## src/rtl/axi4_burst_master_if.sv

```systemverilog
// rtl/axi4_burst_master_if.sv - AXI4 master-side bus bundle for axi4_burst_master
//
// Groups the five AXI4 channels (AW, W, B, AR, R) driven by axi4_burst_master.
// master modport: the burst master (drives AW/W/AR payloads, b_ready, r_ready).
// slave modport:  the AXI4 slave port it talks to.
interface axi4_burst_master_if #(
    parameter int DATA_WIDTH = 128,
    parameter int ADDR_WIDTH = 32
);
    logic                      aw_valid;
    logic                      aw_ready;
    logic [ADDR_WIDTH-1:0]     aw_addr;
    logic [7:0]                aw_len;
    logic [2:0]                aw_size;
    logic [1:0]                aw_burst;

    logic                      w_valid;
    logic                      w_ready;
    logic [DATA_WIDTH-1:0]     w_data;
    logic [DATA_WIDTH/8-1:0]   w_strb;
    logic                      w_last;

    logic                      b_valid;
    logic                      b_ready;
    logic [1:0]                b_resp;

    logic                      ar_valid;
    logic                      ar_ready;
    logic [ADDR_WIDTH-1:0]     ar_addr;
    logic [7:0]                ar_len;
    logic [2:0]                ar_size;
    logic [1:0]                ar_burst;

    logic                      r_valid;
    logic                      r_ready;
    logic [DATA_WIDTH-1:0]     r_data;
    logic [1:0]                r_resp;
    logic                      r_last;

    modport master (
        output aw_valid, aw_addr, aw_len, aw_size, aw_burst,
        input  aw_ready,
        output w_valid, w_data, w_strb, w_last,
        input  w_ready,
        input  b_valid, b_resp,
        output b_ready,
        output ar_valid, ar_addr, ar_len, ar_size, ar_burst,
        input  ar_ready,
        input  r_valid, r_data, r_resp, r_last,
        output r_ready
    );

    modport slave (
        input  aw_valid, aw_addr, aw_len, aw_size, aw_burst,
        output aw_ready,
        input  w_valid, w_data, w_strb, w_last,
        output w_ready,
        output b_valid, b_resp,
        input  b_ready,
        input  ar_valid, ar_addr, ar_len, ar_size, ar_burst,
        output ar_ready,
        output r_valid, r_data, r_resp, r_last,
        input  r_ready
    );
endinterface

```

## src/rtl/axi4_burst_master.sv

```systemverilog
// rtl/axi4_burst_master.sv - byte-length command to AXI4 INCR burst converter
//
// Ports:
//   clk, reset (async assert, active low)
//   cmd_valid/cmd_ready, cmd_write, cmd_addr, cmd_size   : command in
//   wdata_valid/wdata_ready, wdata_payload_fragment/_last : write beats in
//   rdata_valid/rdata_ready, rdata_payload_fragment/_last : read beats out
//   rsp_valid, rsp_payload                                : one response per command
//   masterAxi                                             : AXI4 master channels
module axi4_burst_master #(
    parameter int DATA_WIDTH    = 128,
    parameter int ADDR_WIDTH    = 32,
    parameter int MAX_BURST_LEN = 256,
    parameter int BOUNDARY      = 4096
) (
    input  logic                    clk,
    input  logic                    reset,
    input  logic                    cmd_valid,
    output logic                    cmd_ready,
    input  logic                    cmd_write,
    input  logic [ADDR_WIDTH-1:0]   cmd_addr,
    input  logic [31:0]             cmd_size,
    input  logic                    wdata_valid,
    output logic                    wdata_ready,
    input  logic [DATA_WIDTH-1:0]   wdata_payload_fragment,
    input  logic                    wdata_payload_last,
    output logic                    rdata_valid,
    input  logic                    rdata_ready,
    output logic [DATA_WIDTH-1:0]   rdata_payload_fragment,
    output logic                    rdata_payload_last,
    output logic                    rsp_valid,
    output logic [1:0]              rsp_payload,
    axi4_burst_master_if.master     masterAxi
);
    localparam int BYTES    = DATA_WIDTH / 8;
    localparam int SIZE_LOG = $clog2(BYTES);
    localparam int BOFF_W   = $clog2(BOUNDARY);

    typedef enum logic [2:0] {IDLE, AW, W, B, AR, R, RSP} state_t;

    state_t                 state, state_d;
    logic [ADDR_WIDTH-1:0]  addr_q;
    logic [31:0]            remaining_q;    // beats not yet covered by an issued burst
    logic [SIZE_LOG-1:0]    last_bytes_q;
    logic [8:0]             burst_len_q;
    logic [8:0]             beat_cnt_q;
    logic [1:0]             resp_acc_q;

    logic [32:0]            beats_calc;
    logic [32:0]            room;
    logic [32:0]            len_calc;
    logic [8:0]             cur_len;
    logic                   burst_last;
    logic                   cmd_last;
    logic                   ax_fire;
    logic [BYTES-1:0]       strb_partial;
    logic                   unused_ok;

    assign beats_calc   = (33'(cmd_size) + 33'(BYTES - 1)) >> SIZE_LOG;
    assign room         = (33'(BOUNDARY) - 33'(addr_q[BOFF_W-1:0])) >> SIZE_LOG;
    assign strb_partial = ~({BYTES{1'b1}} << last_bytes_q);

    // Burst length: bounded by what is left, by the AXI limit and by the boundary.
    always_comb begin
        len_calc = 33'(remaining_q);
        if (33'(MAX_BURST_LEN) < len_calc) len_calc = 33'(MAX_BURST_LEN);
        if (room < len_calc) len_calc = room;
    end
    assign cur_len = len_calc[8:0];

    assign burst_last = (beat_cnt_q == burst_len_q - 9'd1);
    // remaining_q is already decremented when the burst is issued, so zero here
    // means this burst finishes the command.
    assign cmd_last   = burst_last && (remaining_q == 32'd0);
    assign ax_fire    = (state == AW && masterAxi.aw_ready) || (state == AR && masterAxi.ar_ready);

    assign unused_ok  = ^{wdata_payload_last, masterAxi.r_last, len_calc[32:9], beats_calc[32]};

    always_ff @(posedge clk or negedge reset) begin
        if (!reset) state <= IDLE;
        else        state <= state_d;
    end

    always_ff @(posedge clk or negedge reset) begin
        if (!reset) begin
            addr_q       <= '0;
            remaining_q  <= '0;
            last_bytes_q <= '0;
            burst_len_q  <= '0;
            beat_cnt_q   <= '0;
            resp_acc_q   <= '0;
        end else begin
            case (state)
                IDLE: if (cmd_valid) begin
                    addr_q       <= cmd_addr;
                    remaining_q  <= beats_calc[31:0];
                    last_bytes_q <= cmd_size[SIZE_LOG-1:0];
                    resp_acc_q   <= '0;
                end
                AW, AR: if (ax_fire) begin
                    burst_len_q <= cur_len;
                    beat_cnt_q  <= '0;
                    remaining_q <= remaining_q - 32'(cur_len);
                    addr_q      <= addr_q + (ADDR_WIDTH'(cur_len) << SIZE_LOG);
                end
                W: if (wdata_valid && masterAxi.w_ready) beat_cnt_q <= beat_cnt_q + 9'd1;
                B: if (masterAxi.b_valid && masterAxi.b_resp > resp_acc_q)
                    resp_acc_q <= masterAxi.b_resp;
                R: if (masterAxi.r_valid && rdata_ready) begin
                    beat_cnt_q <= beat_cnt_q + 9'd1;
                    if (masterAxi.r_resp > resp_acc_q) resp_acc_q <= masterAxi.r_resp;
                end
                default: ;
            endcase
        end
    end

    always_comb begin
        state_d                = state;
        cmd_ready              = 1'b0;
        wdata_ready            = 1'b0;
        rdata_valid            = 1'b0;
        rdata_payload_fragment = masterAxi.r_data;
        rdata_payload_last     = 1'b0;
        rsp_valid              = 1'b0;
        rsp_payload            = 2'b00;
        masterAxi.aw_valid     = 1'b0;
        masterAxi.aw_addr      = addr_q;
        masterAxi.aw_len       = 8'(cur_len - 9'd1);
        masterAxi.aw_size      = 3'(SIZE_LOG);
        masterAxi.aw_burst     = 2'b01;
        masterAxi.w_valid      = 1'b0;
        masterAxi.w_data       = wdata_payload_fragment;
        masterAxi.w_strb       = (cmd_last && last_bytes_q != '0) ? strb_partial : {BYTES{1'b1}};
        masterAxi.w_last       = 1'b0;
        masterAxi.b_ready      = 1'b0;
        masterAxi.ar_valid     = 1'b0;
        masterAxi.ar_addr      = addr_q;
        masterAxi.ar_len       = 8'(cur_len - 9'd1);
        masterAxi.ar_size      = 3'(SIZE_LOG);
        masterAxi.ar_burst     = 2'b01;
        masterAxi.r_ready      = 1'b0;

        case (state)
            IDLE: begin
                // Gated by reset so cmd_ready is low while reset is held.
                cmd_ready = reset;
                if (cmd_valid) begin
                    if (cmd_size == 32'd0) state_d = RSP;
                    else if (cmd_write)    state_d = AW;
                    else                   state_d = AR;
                end
            end
            AW: begin
                masterAxi.aw_valid = 1'b1;
                if (masterAxi.aw_ready) state_d = W;
            end
            W: begin
                masterAxi.w_valid = wdata_valid;
                masterAxi.w_last  = burst_last;
                wdata_ready       = masterAxi.w_ready;
                if (wdata_valid && masterAxi.w_ready && burst_last) state_d = B;
            end
            B: begin
                masterAxi.b_ready = 1'b1;
                if (masterAxi.b_valid) state_d = (remaining_q == 32'd0) ? RSP : AW;
            end
            AR: begin
                masterAxi.ar_valid = 1'b1;
                if (masterAxi.ar_ready) state_d = R;
            end
            R: begin
                rdata_valid        = masterAxi.r_valid;
                masterAxi.r_ready  = rdata_ready;
                // Command-level last, independent of the slave's per-burst r_last.
                rdata_payload_last = cmd_last;
                if (masterAxi.r_valid && rdata_ready && burst_last)
                    state_d = (remaining_q == 32'd0) ? RSP : AR;
            end
            RSP: begin
                rsp_valid   = 1'b1;
                rsp_payload = resp_acc_q;
                state_d     = IDLE;
            end
            default: state_d = IDLE;
        endcase
    end
endmodule

```

## src/flat_wrapper.sv

```systemverilog
// flat-port wrapper written by rule: the top's interface ports become plain ports
module axi4_burst_master_flat 
#(
    parameter int DATA_WIDTH    = 128,
    parameter int ADDR_WIDTH    = 32,
    parameter int MAX_BURST_LEN = 256,
    parameter int BOUNDARY      = 4096
)
  (clk, reset, cmd_valid, cmd_ready, cmd_write, cmd_addr, cmd_size, wdata_valid, wdata_ready, wdata_payload_fragment, wdata_payload_last, rdata_valid, rdata_ready, rdata_payload_fragment, rdata_payload_last, rsp_valid, rsp_payload, masterAxi_aw_valid, masterAxi_aw_addr, masterAxi_aw_len, masterAxi_aw_size, masterAxi_aw_burst, masterAxi_aw_ready, masterAxi_w_valid, masterAxi_w_data, masterAxi_w_strb, masterAxi_w_last, masterAxi_w_ready, masterAxi_b_valid, masterAxi_b_resp, masterAxi_b_ready, masterAxi_ar_valid, masterAxi_ar_addr, masterAxi_ar_len, masterAxi_ar_size, masterAxi_ar_burst, masterAxi_ar_ready, masterAxi_r_valid, masterAxi_r_data, masterAxi_r_resp, masterAxi_r_last, masterAxi_r_ready);
  axi4_burst_master_if #(.DATA_WIDTH(DATA_WIDTH), .ADDR_WIDTH(ADDR_WIDTH)) masterAxi_i ();
  input  logic clk;
  input  logic reset;
  input  logic cmd_valid;
  output logic cmd_ready;
  input  logic cmd_write;
  input  logic [ADDR_WIDTH-1:0] cmd_addr;
  input  logic [31:0] cmd_size;
  input  logic wdata_valid;
  output logic wdata_ready;
  input  logic [DATA_WIDTH-1:0] wdata_payload_fragment;
  input  logic wdata_payload_last;
  output logic rdata_valid;
  input  logic rdata_ready;
  output logic [DATA_WIDTH-1:0] rdata_payload_fragment;
  output logic rdata_payload_last;
  output logic rsp_valid;
  output logic [1:0] rsp_payload;
  output wire logic [$bits(masterAxi_i.aw_valid)-1:0] masterAxi_aw_valid;
  output wire logic [$bits(masterAxi_i.aw_addr)-1:0] masterAxi_aw_addr;
  output wire logic [$bits(masterAxi_i.aw_len)-1:0] masterAxi_aw_len;
  output wire logic [$bits(masterAxi_i.aw_size)-1:0] masterAxi_aw_size;
  output wire logic [$bits(masterAxi_i.aw_burst)-1:0] masterAxi_aw_burst;
  input wire logic [$bits(masterAxi_i.aw_ready)-1:0] masterAxi_aw_ready;
  output wire logic [$bits(masterAxi_i.w_valid)-1:0] masterAxi_w_valid;
  output wire logic [$bits(masterAxi_i.w_data)-1:0] masterAxi_w_data;
  output wire logic [$bits(masterAxi_i.w_strb)-1:0] masterAxi_w_strb;
  output wire logic [$bits(masterAxi_i.w_last)-1:0] masterAxi_w_last;
  input wire logic [$bits(masterAxi_i.w_ready)-1:0] masterAxi_w_ready;
  input wire logic [$bits(masterAxi_i.b_valid)-1:0] masterAxi_b_valid;
  input wire logic [$bits(masterAxi_i.b_resp)-1:0] masterAxi_b_resp;
  output wire logic [$bits(masterAxi_i.b_ready)-1:0] masterAxi_b_ready;
  output wire logic [$bits(masterAxi_i.ar_valid)-1:0] masterAxi_ar_valid;
  output wire logic [$bits(masterAxi_i.ar_addr)-1:0] masterAxi_ar_addr;
  output wire logic [$bits(masterAxi_i.ar_len)-1:0] masterAxi_ar_len;
  output wire logic [$bits(masterAxi_i.ar_size)-1:0] masterAxi_ar_size;
  output wire logic [$bits(masterAxi_i.ar_burst)-1:0] masterAxi_ar_burst;
  input wire logic [$bits(masterAxi_i.ar_ready)-1:0] masterAxi_ar_ready;
  input wire logic [$bits(masterAxi_i.r_valid)-1:0] masterAxi_r_valid;
  input wire logic [$bits(masterAxi_i.r_data)-1:0] masterAxi_r_data;
  input wire logic [$bits(masterAxi_i.r_resp)-1:0] masterAxi_r_resp;
  input wire logic [$bits(masterAxi_i.r_last)-1:0] masterAxi_r_last;
  output wire logic [$bits(masterAxi_i.r_ready)-1:0] masterAxi_r_ready;
  assign masterAxi_aw_valid = masterAxi_i.aw_valid;
  assign masterAxi_aw_addr = masterAxi_i.aw_addr;
  assign masterAxi_aw_len = masterAxi_i.aw_len;
  assign masterAxi_aw_size = masterAxi_i.aw_size;
  assign masterAxi_aw_burst = masterAxi_i.aw_burst;
  assign masterAxi_i.aw_ready = masterAxi_aw_ready;
  assign masterAxi_w_valid = masterAxi_i.w_valid;
  assign masterAxi_w_data = masterAxi_i.w_data;
  assign masterAxi_w_strb = masterAxi_i.w_strb;
  assign masterAxi_w_last = masterAxi_i.w_last;
  assign masterAxi_i.w_ready = masterAxi_w_ready;
  assign masterAxi_i.b_valid = masterAxi_b_valid;
  assign masterAxi_i.b_resp = masterAxi_b_resp;
  assign masterAxi_b_ready = masterAxi_i.b_ready;
  assign masterAxi_ar_valid = masterAxi_i.ar_valid;
  assign masterAxi_ar_addr = masterAxi_i.ar_addr;
  assign masterAxi_ar_len = masterAxi_i.ar_len;
  assign masterAxi_ar_size = masterAxi_i.ar_size;
  assign masterAxi_ar_burst = masterAxi_i.ar_burst;
  assign masterAxi_i.ar_ready = masterAxi_ar_ready;
  assign masterAxi_i.r_valid = masterAxi_r_valid;
  assign masterAxi_i.r_data = masterAxi_r_data;
  assign masterAxi_i.r_resp = masterAxi_r_resp;
  assign masterAxi_i.r_last = masterAxi_r_last;
  assign masterAxi_r_ready = masterAxi_i.r_ready;
  axi4_burst_master #(.DATA_WIDTH(DATA_WIDTH), .ADDR_WIDTH(ADDR_WIDTH), .MAX_BURST_LEN(MAX_BURST_LEN), .BOUNDARY(BOUNDARY)) u_core (.clk(clk), .reset(reset), .cmd_valid(cmd_valid), .cmd_ready(cmd_ready), .cmd_write(cmd_write), .cmd_addr(cmd_addr), .cmd_size(cmd_size), .wdata_valid(wdata_valid), .wdata_ready(wdata_ready), .wdata_payload_fragment(wdata_payload_fragment), .wdata_payload_last(wdata_payload_last), .rdata_valid(rdata_valid), .rdata_ready(rdata_ready), .rdata_payload_fragment(rdata_payload_fragment), .rdata_payload_last(rdata_payload_last), .rsp_valid(rsp_valid), .rsp_payload(rsp_payload), .masterAxi(masterAxi_i));
endmodule
```

## config.mk

```make
export PLATFORM = sky130hd
export DESIGN_NAME = axi4_burst_master_flat
export DESIGN_NICKNAME = d
export VERILOG_FILES = /design/src/rtl/axi4_burst_master_if.sv /design/src/rtl/axi4_burst_master.sv /design/src/flat_wrapper.sv
export SDC_FILE = /design/constraint.sdc
export NUM_CORES = 1
export LEC_CHECK = 0
export BUFFER_PORTS_ARGS = -buffer_cell sky130_fd_sc_hd__buf_2
export CAP_MARGIN = 20
export CORE_AREA = 2 2 281 283
export CTS_BUF_LIST = sky130_fd_sc_hd__clkbuf_4
export CTS_CLUSTER_SIZE = 24
export DETAILED_ROUTE_END_ITERATION = 16
export DIE_AREA = 0 0 283 285
export PLACE_DENSITY = 0.44
export SLEW_MARGIN = 20
export SYNTH_ARGS = -nofsm -noshare
export SYNTH_HDL_FRONTEND = slang
export SYNTH_SLANG_ARGS = --single-unit
export TNS_END_PERCENT = 30
```

## constraint.sdc

```tcl
create_clock -name clk -period 7.95 [get_ports clk]
set_clock_uncertainty 0.05 [all_clocks]
set_input_delay 0.3975 -clock clk [delete_from_list [all_inputs] [get_ports clk]]
set_output_delay 0.3975 -clock clk [all_outputs]
set_load 0.01 [all_outputs]
```

==> flow_summary.json, run 1 <==
{
  "critPathRequiredTime_ps": 8360,
  "min_to": "u_core.masterAxi.ar_addr[27]",
  "avgViaCountPerCell": 4.03,
  "synth_top_family_by_area": "buffers and inverters",
  "firstDrtPassIters": 5,
  "async_flop_share": 1.00,
  "drt_iter0_markers": 905,
  "clk_latency_ps": 560,
  "clk_path_buf_depth": 2,
  "grt_first_pass_wirelength_mm": 62.4,
  "synthFlopType": "dfrtp_1",
  "overflow": 0,
  "drc_errors": 0,
  "relSlewSlack": 0.376,
  "postRouteAntennaNets": 0,
  "use_met2": 0.155,
  "final_cell_count_no_fill": 2315,
  "timing.rr.end": "u_core.masterAxi.ar_addr[26]",
  "power_leakage_nw": 4.13,
  "tritoncts": "yes",
  "rsz0062_at_grt": "false",
  "run_status": "finished clean",
  "avgRoutedWirePerCell_um": 18.5,
  "min_from": "cmd_addr[27]",
  "area_delta_synth_final_pct": 1.88,
  "routabilityCongestion": 0.807,
  "track_usage": 0.103,
  "grt_max_degree": 50,
  "r2r_start": "u_core.masterAxi.ar_addr[3]",
  "worst-r2r-cell-count": 20,
  "synth-compound-area-share": 0.209,
  "rows": 103,
  "ys_types": 96,
  "syn_area_per_cell_um2": 7.55,
  "cts_root_buffer": "clkbuf_4",
  "antenna_found_initial": 9,
  "port_buffers": 186,
  "yosys.area_share.adder": 0.0320,
  "netlist_area_um2": 10500,
  "ctsHoldBuffers": 21,
  "final_common_cell": "buf_2",
  "postCtsResizedCells": 0,
  "timing.final.crit_share": 0.859,
  "final_cell_mix": "buf_2, nand2_1, nor2_1",
  "worstMarginPinSlew_ps": 935,
  "fin_tns_setup_ps": 0,
  "maxCapViolCount": 0,
  "synth_seq_area_share": 0.218,
  "core_area_um2": 78000,
  "worstSetupEndpointType": "register",
  "r2r_slack_ps": 1120,
  "dieArea_um2": 80700,
  "drt-total-wl_mm": 42.9,
  "hp-class": "input port to register",
  "final_hold_viol_count": 0,
  "synthSimpleGateAreaFrac": 0.220,
  "finalCriticalPeriod_ps": 6830,
  "min_path_cells": 4,
  "ys_ff_latch": 91,
  "synth_xor_area_frac": 0.0509,
  "vias": 9335,
  "busiest_layer": "met2",
  "finalNetCount": 1616,
  "ios": 712,
  "setup_viol": 0,
  "grt_pass1_vias": 8814,
  "peakVddDrop_mv": 0.110,
  "crit_fanout": 14,
  "place_inst": 2275,
  "yosysWarnings": 0,
  "die-width_um": 283,
  "fp.dieH_um": 285,
  "maxSlewViolCount": 0,
  "total_power_mw": 3.99,
  "met3_usage": 0.0355,
  "crit_arrival_ps": 7230,
  "clock_sinks": 91,
  "synth-edff-count": 0,
  "syn_inst": 1387,
  "crit_type": "register to register",
  "cts_buffers": 9,
  "layout-drive-gt1-share": 0.214,
  "fmax_mhz": 146,
  "path_clk_slew_ps": 180,
  "gr-usage-met1": 0.133,
  "ctsHtreeMaxLevel": 3,
  "startpoint_type": "register",
  "synthMuxAreaShare": 0.00574,
  "postCtsSetupBuffers": 0,
  "hpwlAfterDp_mm": 33.7,
  "start_util": 0.134,
  "fill_cells": 8998,
  "p_per_area_nw_per_um2": 374
}
-- state kept, by name, summed over array words and instances, names as in the netlist --
register / cells
u_core.beat_cnt_q: 9
u_core.burst_len_q: 9
u_core.last_bytes_q: 4
u_core.masterAxi.ar_addr: 32
u_core.remaining_q: 32
u_core.resp_acc_q: 2
u_core.state: 3
-- worst max path at each step --
stage / startpoint / to / depth (start not counted) / slack [ps]
6_report: u_core.masterAxi.ar_addr[3] / u_core.masterAxi.ar_addr[26] / 20 / 1120
5_1_grt: u_core.masterAxi.ar_addr[3] / u_core.remaining_q[16] / 21 / 510
4_1_cts: u_core.masterAxi.ar_addr[3] / u_core.masterAxi.ar_addr[26] / 20 / 1060
3_5_place_dp: u_core.masterAxi.ar_addr[3] / u_core.masterAxi.ar_addr[26] / 20 / 1070
3_3_place_gp: u_core.masterAxi.ar_addr[3] / u_core.masterAxi.ar_addr[26] / 20 / 1130
2_1_floorplan: u_core.masterAxi.ar_addr[3] / u_core.masterAxi.ar_addr[26] / 23 / 2020
-- worst max-delay path, stage by stage (launching register included) --
cell       delay [ps]
dfrtp_1           480
or4_1             810
or4_1             730
xnor2_2           250
inv_1              90
ha_1              310
nand3_1           150
nor3_1            450
o21a_4            350
nor2_2            190
a22oi_1           440
inv_1             150
ha_1              430
and3_1            230
nand2_1           100
a2111oi_2         340
o211ai_1          260
nand2_2           190
nand3_2           140
o311a_1           360
a221o_1           250
-- layer usage --
metal / share of wire / routed length, µm / up-vias
li1: - / - / 4317
met1: 0.44 / 18800 / 4429
met2: 0.44 / 18700 / 445
met3: 0.086 / 3700 / 140
met4: 0.038 / 1610 / 4
met5: 0.0024 / 105 / -
-- per-stage QoR --
| stage | hold slack (ps) | area (µm²) | util | worst slack, ps |
|---|---|---|---|---|
| final | 105 | 10700 | 0.137 | 1120 |
| after global routing | 60.4 | 10700 | 0.137 | 506 |
| after global placement | 426 | 10300 | 0.132 | 1130 |
| after floorplan | 51.9 | 10500 | - | 2020 |
| after detailed placement | 426 | 10300 | 0.132 | 1070 |
| after CTS | 30.0 | 10700 | 0.137 | 1060 |
-- logic make-up after synthesis --
kind of cell	count (synthesis)
simple gates	468
buf+inv	416
compound gates	316
flops	91
xor+xnor	60
fa+ha+maj	28
mux	6
other cells	2
-- cell usage after synthesis, types with 4 or more instances --
master	n	area share
and4_1	5	0.0042
mux2i_1	6	0.0057
a221o_1	9	0.0086
o2111ai_1	5	0.0042
dfrtp_1	91	0.22
a31oi_1	16	0.0096
nand4_1	11	0.0066
or2_2	8	0.0048
nor4_1	27	0.016
or4_1	5	0.0036
buf_1	8	0.0029
clkbuf_1	45	0.016
o21a_1	7	0.0050
nor3_1	41	0.020
xor2_1	25	0.021
maj3_1	6	0.0057
nand2_1	129	0.046
inv_1	41	0.015
a21oi_1	66	0.032
buf_4	309	0.22
a21o_1	8	0.0057
a22oi_1	12	0.0086
and3_1	18	0.011
a221oi_1	4	0.0033
buf_6	5	0.0054
o21ai_0	78	0.037
nor3_2	4	0.0038
a21boi_0	5	0.0036
or3_1	17	0.010
ha_1	22	0.026
and2_1	16	0.0096
o221ai_1	5	0.0042
a311oi_1	6	0.0050
nand2b_1	9	0.0054
buf_2	7	0.0033
xnor2_1	34	0.028
o31ai_1	11	0.0079
o211ai_1	11	0.0079
nand3_1	41	0.020
nor2_1	115	0.041
o22ai_1	14	0.0084
-- area by class of cell --
cell class	count	area (µm²)	area share
flip-flops and latches	91	2280	0.214
inverters	42	158	0.0148
well taps	1050	1310	0.123
multi-input cells	889	5480	0.513
repair buffers	224	1270	0.119
diodes	3	7.51	0.000704
clock buffers	9	67.6	0.00634
clock inverters	7	93.8	0.00880
-- power breakdown --
group          internal (mW)  switching, mW
Clock                  0.104          0.215
Sequential             0.658          0.387
Combinational          0.980           1.64
Total                   1.74           2.24
No activity file was read; power rests on OpenSTA's default activity.
==> run 2: changes to the inputs <==
Settings changed: RECOVER_POWER set to 100, SKIP_LAST_GASP set to 1.
==> flow_summary.json, run 2 (synthesis results as in run 1) <==
{
  "run_status": "complete, but fails checks",
  "violations": "capacitance limit, slew limit",
  "maxCapViolCount": 3,
  "power_leakage_nw": 3.79,
  "tritoncts": "yes",
  "finalCoreUtilization": 0.134,
  "final_common_cell": "nand2_1",
  "final_cell_mix": "nand2_1, nor2_1, clkbuf_1",
  "power.switching_mw": 2.24,
  "firstDrtPassIters": 5,
  "startpoint_type": "register",
  "avgRoutedWirePerCell_um": 18.6,
  "p_per_area_nw_per_um2": 372,
  "final_cell_count_no_fill": 2316,
  "final_area_um2": 10400,
  "area_delta_synth_final_pct": -0.323,
  "clock_sinks": 91,
  "fp.dieH_um": 285,
  "peakVddDrop_mv": 0.110,
  "power.share.clock": 0.083,
  "path_clk_slew_ps": 190,
  "start_util": 0.134,
  "fin_tns_setup_ps": 0,
  "swShare": 0.576,
  "crit_arrival_ps": 7520,
  "antenna_found_initial": 9,
  "seq_area_um2": 2280,
  "multi_input_area_um2": 5400,
  "avgViaCountPerCell": 4.03,
  "core_area_um2": 78000,
  "critPathRequiredTime_ps": 8370,
  "fmax_mhz": 141,
  "worstMarginPinSlew_ps": 3170,
  "timing.final.ws_setup_ps": 846,
  "grt_first_pass_wirelength_mm": 62.4,
  "drt_iter0_markers": 865,
  "place_inst": 2275,
  "vias": 9338,
  "clk_latency_ps": 560,
  "grt_pass1_vias": 8814,
  "min_path_cells": 4,
  "dieArea_um2": 80700,
  "track_usage": 0.103,
  "crit_type": "register to register",
  "ctsHtreeMaxLevel": 3,
  "finalCriticalPeriod_ps": 7100,
  "whs_ps": 93.9,
  "grt_max_degree": 50,
  "final_hold_viol_count": 0,
  "die-width_um": 283,
  "r2r_slack_ps": 850,
  "relSlewSlack": -1.11,
  "crit_fanout": 14,
  "routabilityCongestion": 0.807,
  "fill_cells": 9070,
  "hpwlAfterDp_mm": 33.7,
  "worst-r2r-cell-count": 20,
  "p_seq_frac": 0.269,
  "overflow": 0,
  "r2r_start": "u_core.masterAxi.ar_addr[3]",
  "total_power_mw": 3.88,
  "cell_internal_pwr_mw": 1.65,
  "min_to": "u_core.masterAxi.ar_addr[27]",
  "hp-class": "input port to register",
  "clk_path_buf_depth": 2,
  "cts_root_buffer": "clkbuf_4",
  "timing.final.crit_share": 0.894,
  "cts_buffers": 9,
  "setup_viol": 0,
  "drc_errors": 0,
  "maxSlewViolCount": 127,
  "postCtsResizedCells": 0,
  "finalNetCount": 1616,
  "min_from": "cmd_addr[27]",
  "postRouteAntennaNets": 0,
  "placed_cell_area_um2": 10300,
  "worstSetupEndpointType": "register",
  "rows": 103,
  "port_buffers": 186,
  "timing.rr.end": "u_core.masterAxi.ar_addr[26]",
  "rsz0062_at_grt": "false",
  "drt-total-wl_mm": 43.1,
  "ios": 712,
  "p_comb_frac": 0.648,
  "dp_slack_ps": 1070,
  "layout-drive-gt1-share": 0.117
}
run 2: cell types whose count changed in the layout (fill, tap and decap cells not counted), sizes merged:
cell    delta
buf      -107
clkbuf   +107
diode      +1
run 2: worst max-delay path by stage:
| stage | slack, ps | depth (start not counted) | endpoint | start |
|---|---|---|---|---|
| floorplan | 2020 | 23 | u_core.masterAxi.ar_addr[26] | u_core.masterAxi.ar_addr[3] |
| global placement | 1130 | 20 | u_core.masterAxi.ar_addr[26] | u_core.masterAxi.ar_addr[3] |
| detailed placement | 1070 | 20 | u_core.masterAxi.ar_addr[26] | u_core.masterAxi.ar_addr[3] |
| CTS | 1060 | 20 | u_core.masterAxi.ar_addr[26] | u_core.masterAxi.ar_addr[3] |
| global route | 320 | 20 | u_core.masterAxi.ar_addr[26] | u_core.masterAxi.ar_addr[3] |
| finish | 850 | 20 | u_core.masterAxi.ar_addr[26] | u_core.masterAxi.ar_addr[3] |
run 2: what timing repair did:
action                                  4_1_cts  5_1_grt
endpoints found under the setup margin        0        0
endpoints found under the hold margin        62        0
setup buffers                                 0        0
hold buffers                                 21        0
run 2: final cells by class:
| cell class | count | area share |
|---|---|---|
| Inverter | 42 | 0.0151 |
| Clock inverter | 7 | 0.00899 |
| Multi-Input combinational cell | 889 | 0.517 |
| Clock buffer | 9 | 0.00647 |
| Timing Repair Buffer | 224 | 0.107 |
| Antenna cell | 4 | 0.000959 |
| Tap cell | 1050 | 0.126 |
| Sequential cell | 91 | 0.218 |
run 2: worst max-delay path: stages, from the launching register on:
cell	delay [ps]
dfrtp_1	480
or4_1	800
or4_1	710
xnor2_1	340
inv_1	110
ha_1	310
nand3_1	140
nor3_1	450
o21a_4	350
nor2_2	180
a22oi_1	440
inv_1	150
ha_1	430
and3_1	230
nand2_1	90
a2111oi_0	390
o211ai_1	280
nand2_1	240
nand3_1	220
o311a_1	380
a221o_1	250
run 2: metal layers:
metal / up-vias / GRT usage / part of all wire
li1: 4316 / - / -
met1: 4425 / 0.133 / 0.44
met2: 451 / 0.155 / 0.43
met3: 142 / 0.0355 / 0.089
met4: 4 / 0.0408 / 0.038
met5: - / 0.00814 / 0.0024
run 2: power groups by stage:
stage          Clock [mW]  Sequential [mW]  Combinational, mW
2_1_floorplan           0            0.875               2.11
3_3_place_gp            0             1.06               2.65
3_5_place_dp            0             1.06               2.64
4_1_cts             0.340             1.04               2.67
5_1_grt             0.354             1.09               2.83
6_report            0.321             1.05               2.52
==> run 3: changes to the inputs <==
Settings changed: GPL_TIMING_DRIVEN set to 0, PLACE_DENSITY 0.44 to not set.
Clock period 7.95 ns to 6.8 ns, I/O delays scaled along.
==> flow_summary.json, run 3 (synthesis results as in run 1) <==
{
  "grt_first_pass_wirelength_mm": 71.0,
  "critPathRequiredTime_ps": 7120,
  "routabilityCongestion": 0.941,
  "worstMarginPinSlew_ps": 3640,
  "violations": "capacitance limit, slew limit",
  "final_area_um2": 14100,
  "crit_type": "register to register",
  "finalNetCount": 2232,
  "path_clk_slew_ps": 140,
  "slowest_stage": "or4_1",
  "drt_iter0_markers": 803,
  "layout-drive-gt1-share": 0.285,
  "core_area_um2": 78000,
  "p_seq_frac": 0.218,
  "final_cell_mix": "clkbuf_1, buf_4, buf_2",
  "port_buffers": 442,
  "critPathBufInv": 5,
  "firstDrtPassIters": 7,
  "overflow": 0,
  "timing.final.crit_share": 0.966,
  "grt_pass1_vias": 10716,
  "finalCriticalPeriod_ps": 6570,
  "dieArea_um2": 80700,
  "fin_tns_setup_ps": 0,
  "relSlewSlack": -1.43,
  "grt_max_degree": 63,
  "die-width_um": 283,
  "hp-class": "input port to register",
  "hpwlAfterDp_mm": 41.9,
  "peakVddDrop_mv": 0.152,
  "clk_path_buf_depth": 2,
  "dp_slack_ps": -651,
  "r2r_slack_ps": 230,
  "avgRoutedWirePerCell_um": 17.1,
  "fp.dieH_um": 285,
  "swShare": 0.547,
  "p_per_area_nw_per_um2": 370,
  "vias": 11791,
  "placed_cell_area_um2": 14100,
  "power_leakage_nw": 5.80,
  "cts_buffers": 9,
  "clock_sinks": 91,
  "maxCapViolCount": 2,
  "start_util": 0.134,
  "final_common_cell": "clkbuf_1",
  "area_delta_synth_final_pct": 34.8,
  "setup_viol": 0,
  "track_usage": 0.116,
  "crit_fanout": 10,
  "avgViaCountPerCell": 4.02,
  "cell_internal_pwr_mw": 2.36,
  "timing.final.ws_setup_ps": 234,
  "final_hold_viol_count": 0,
  "ctsHtreeMaxLevel": 3,
  "power.share.clock": 0.059,
  "tritoncts": "yes",
  "maxSlewViolCount": 95,
  "ios": 712,
  "p_comb_frac": 0.723,
  "finalCoreUtilization": 0.181,
  "max_stage_delay_ps": 650,
  "fmax_mhz": 152,
  "antenna_found_initial": 34,
  "drc_errors": 0,
  "startpoint_type": "register",
  "power.switching_mw": 2.85,
  "clk_latency_ps": 500,
  "crit_arrival_ps": 6890,
  "run_status": "complete, but fails checks",
  "crit_family": "simple AND/OR/NAND/NOR gates",
  "cts_root_buffer": "clkbuf_4",
  "drt-total-wl_mm": 50.1,
  "rows": 103,
  "worstSetupEndpointType": "register",
  "postRouteAntennaNets": 0
}
-- run 3: cell count changes in the layout (fill, tap and decap cells not counted), sizes merged --
cell / delta
buf: +337
clkinv: -1
clkbuf: +283
diode: +1
inv: -3
dlygate4sd3: -3
-- run 3: routing by layer --
layer | GRT usage | vias to the layer above | routed length, µm
met5 | 0 | - | 212
met4 | 0.0267 | 32 | 966
met3 | 0.0402 | 97 | 5090
met2 | 0.178 | 642 | 22200
met1 | 0.155 | 5482 | 21600
li1 | - | 5538 | -
-- run 3: area by class of cell --
| cell class | instances | area [µm²] |
|---|---|---|
| antenna | 5 | 12.5 |
| multi-input combinational | 889 | 5570 |
| clock buffer | 10 | 75.1 |
| fill | 8959 | 63900 |
| buffer | 372 | 2600 |
| timing repair buffer | 468 | 2060 |
| sequential | 91 | 2280 |
| inverter | 42 | 158 |
| clock inverter | 3 | 42.5 |
| tap | 1050 | 1310 |
-- run 3: path summary, 6_finish.rpt --
path,from,to,depth (start not counted)
worst max-delay path,u_core.masterAxi.ar_addr[3],u_core.remaining_q[26],25
worst min-delay path,cmd_addr[16],u_core.masterAxi.ar_addr[16],2
worst max register to register,u_core.masterAxi.ar_addr[3],u_core.remaining_q[26],25
worst min register to register,u_core.burst_len_q[8],u_core.burst_len_q[8],2
max in group asynchronous,reset,u_core.masterAxi.ar_addr[3],3
min in group asynchronous,reset,u_core.beat_cnt_q[4],2
-- run 3: worst register-to-register path, cell delays in order (launching register included) --
cell and delay [ps]:
dfrtp_2 470, or4_4 570, buf_4 210, or4_1 660, xnor2_2 240, inv_1 90, ha_1 320, nand3_2 170
or3_4 470, o211a_2 340, nand2_4 140, buf_6 180, nand3_1 150, o21ai_4 150, ha_2 240, inv_1 40
ha_1 160, buf_2 160, o221a_2 290, o22ai_1 140, a31oi_2 190, a21oi_2 230, o22ai_4 160, nand2b_2 260
o311ai_2 250, o211ai_1 120
-- run 3: timing repair --
item	CTS	global route
setup endpoints to repair	54	23
pin swaps	3	4
hold endpoints to repair	47	0
hold buffers	18	0
buffers inserted	3	4
resized for setup	15	23
-- run 3: per-stage QoR --
step	total power [mW]	cells	hold slack, ps
detailed placement	4.84	2889	194
CTS	5.22	2922	10.0
floorplan	3.49	1396	-5.59
global placement	4.82	2888	430
global route	5.65	2929	20.3
finish	5.22	2930	38.8
-- run 3: power by group through the flow --
| stage | Sequential [mW] | Combinational [mW] | Clock, mW |
|---|---|---|---|
| 2_1_floorplan | 1.02 | 2.47 | 0 |
| 3_3_place_gp | 1.12 | 3.69 | 0 |
| 3_5_place_dp | 1.13 | 3.71 | 0 |
| 4_1_cts | 1.13 | 3.77 | 0.319 |
| 5_1_grt | 1.18 | 4.13 | 0.336 |
| 6_report | 1.14 | 3.77 | 0.306 |
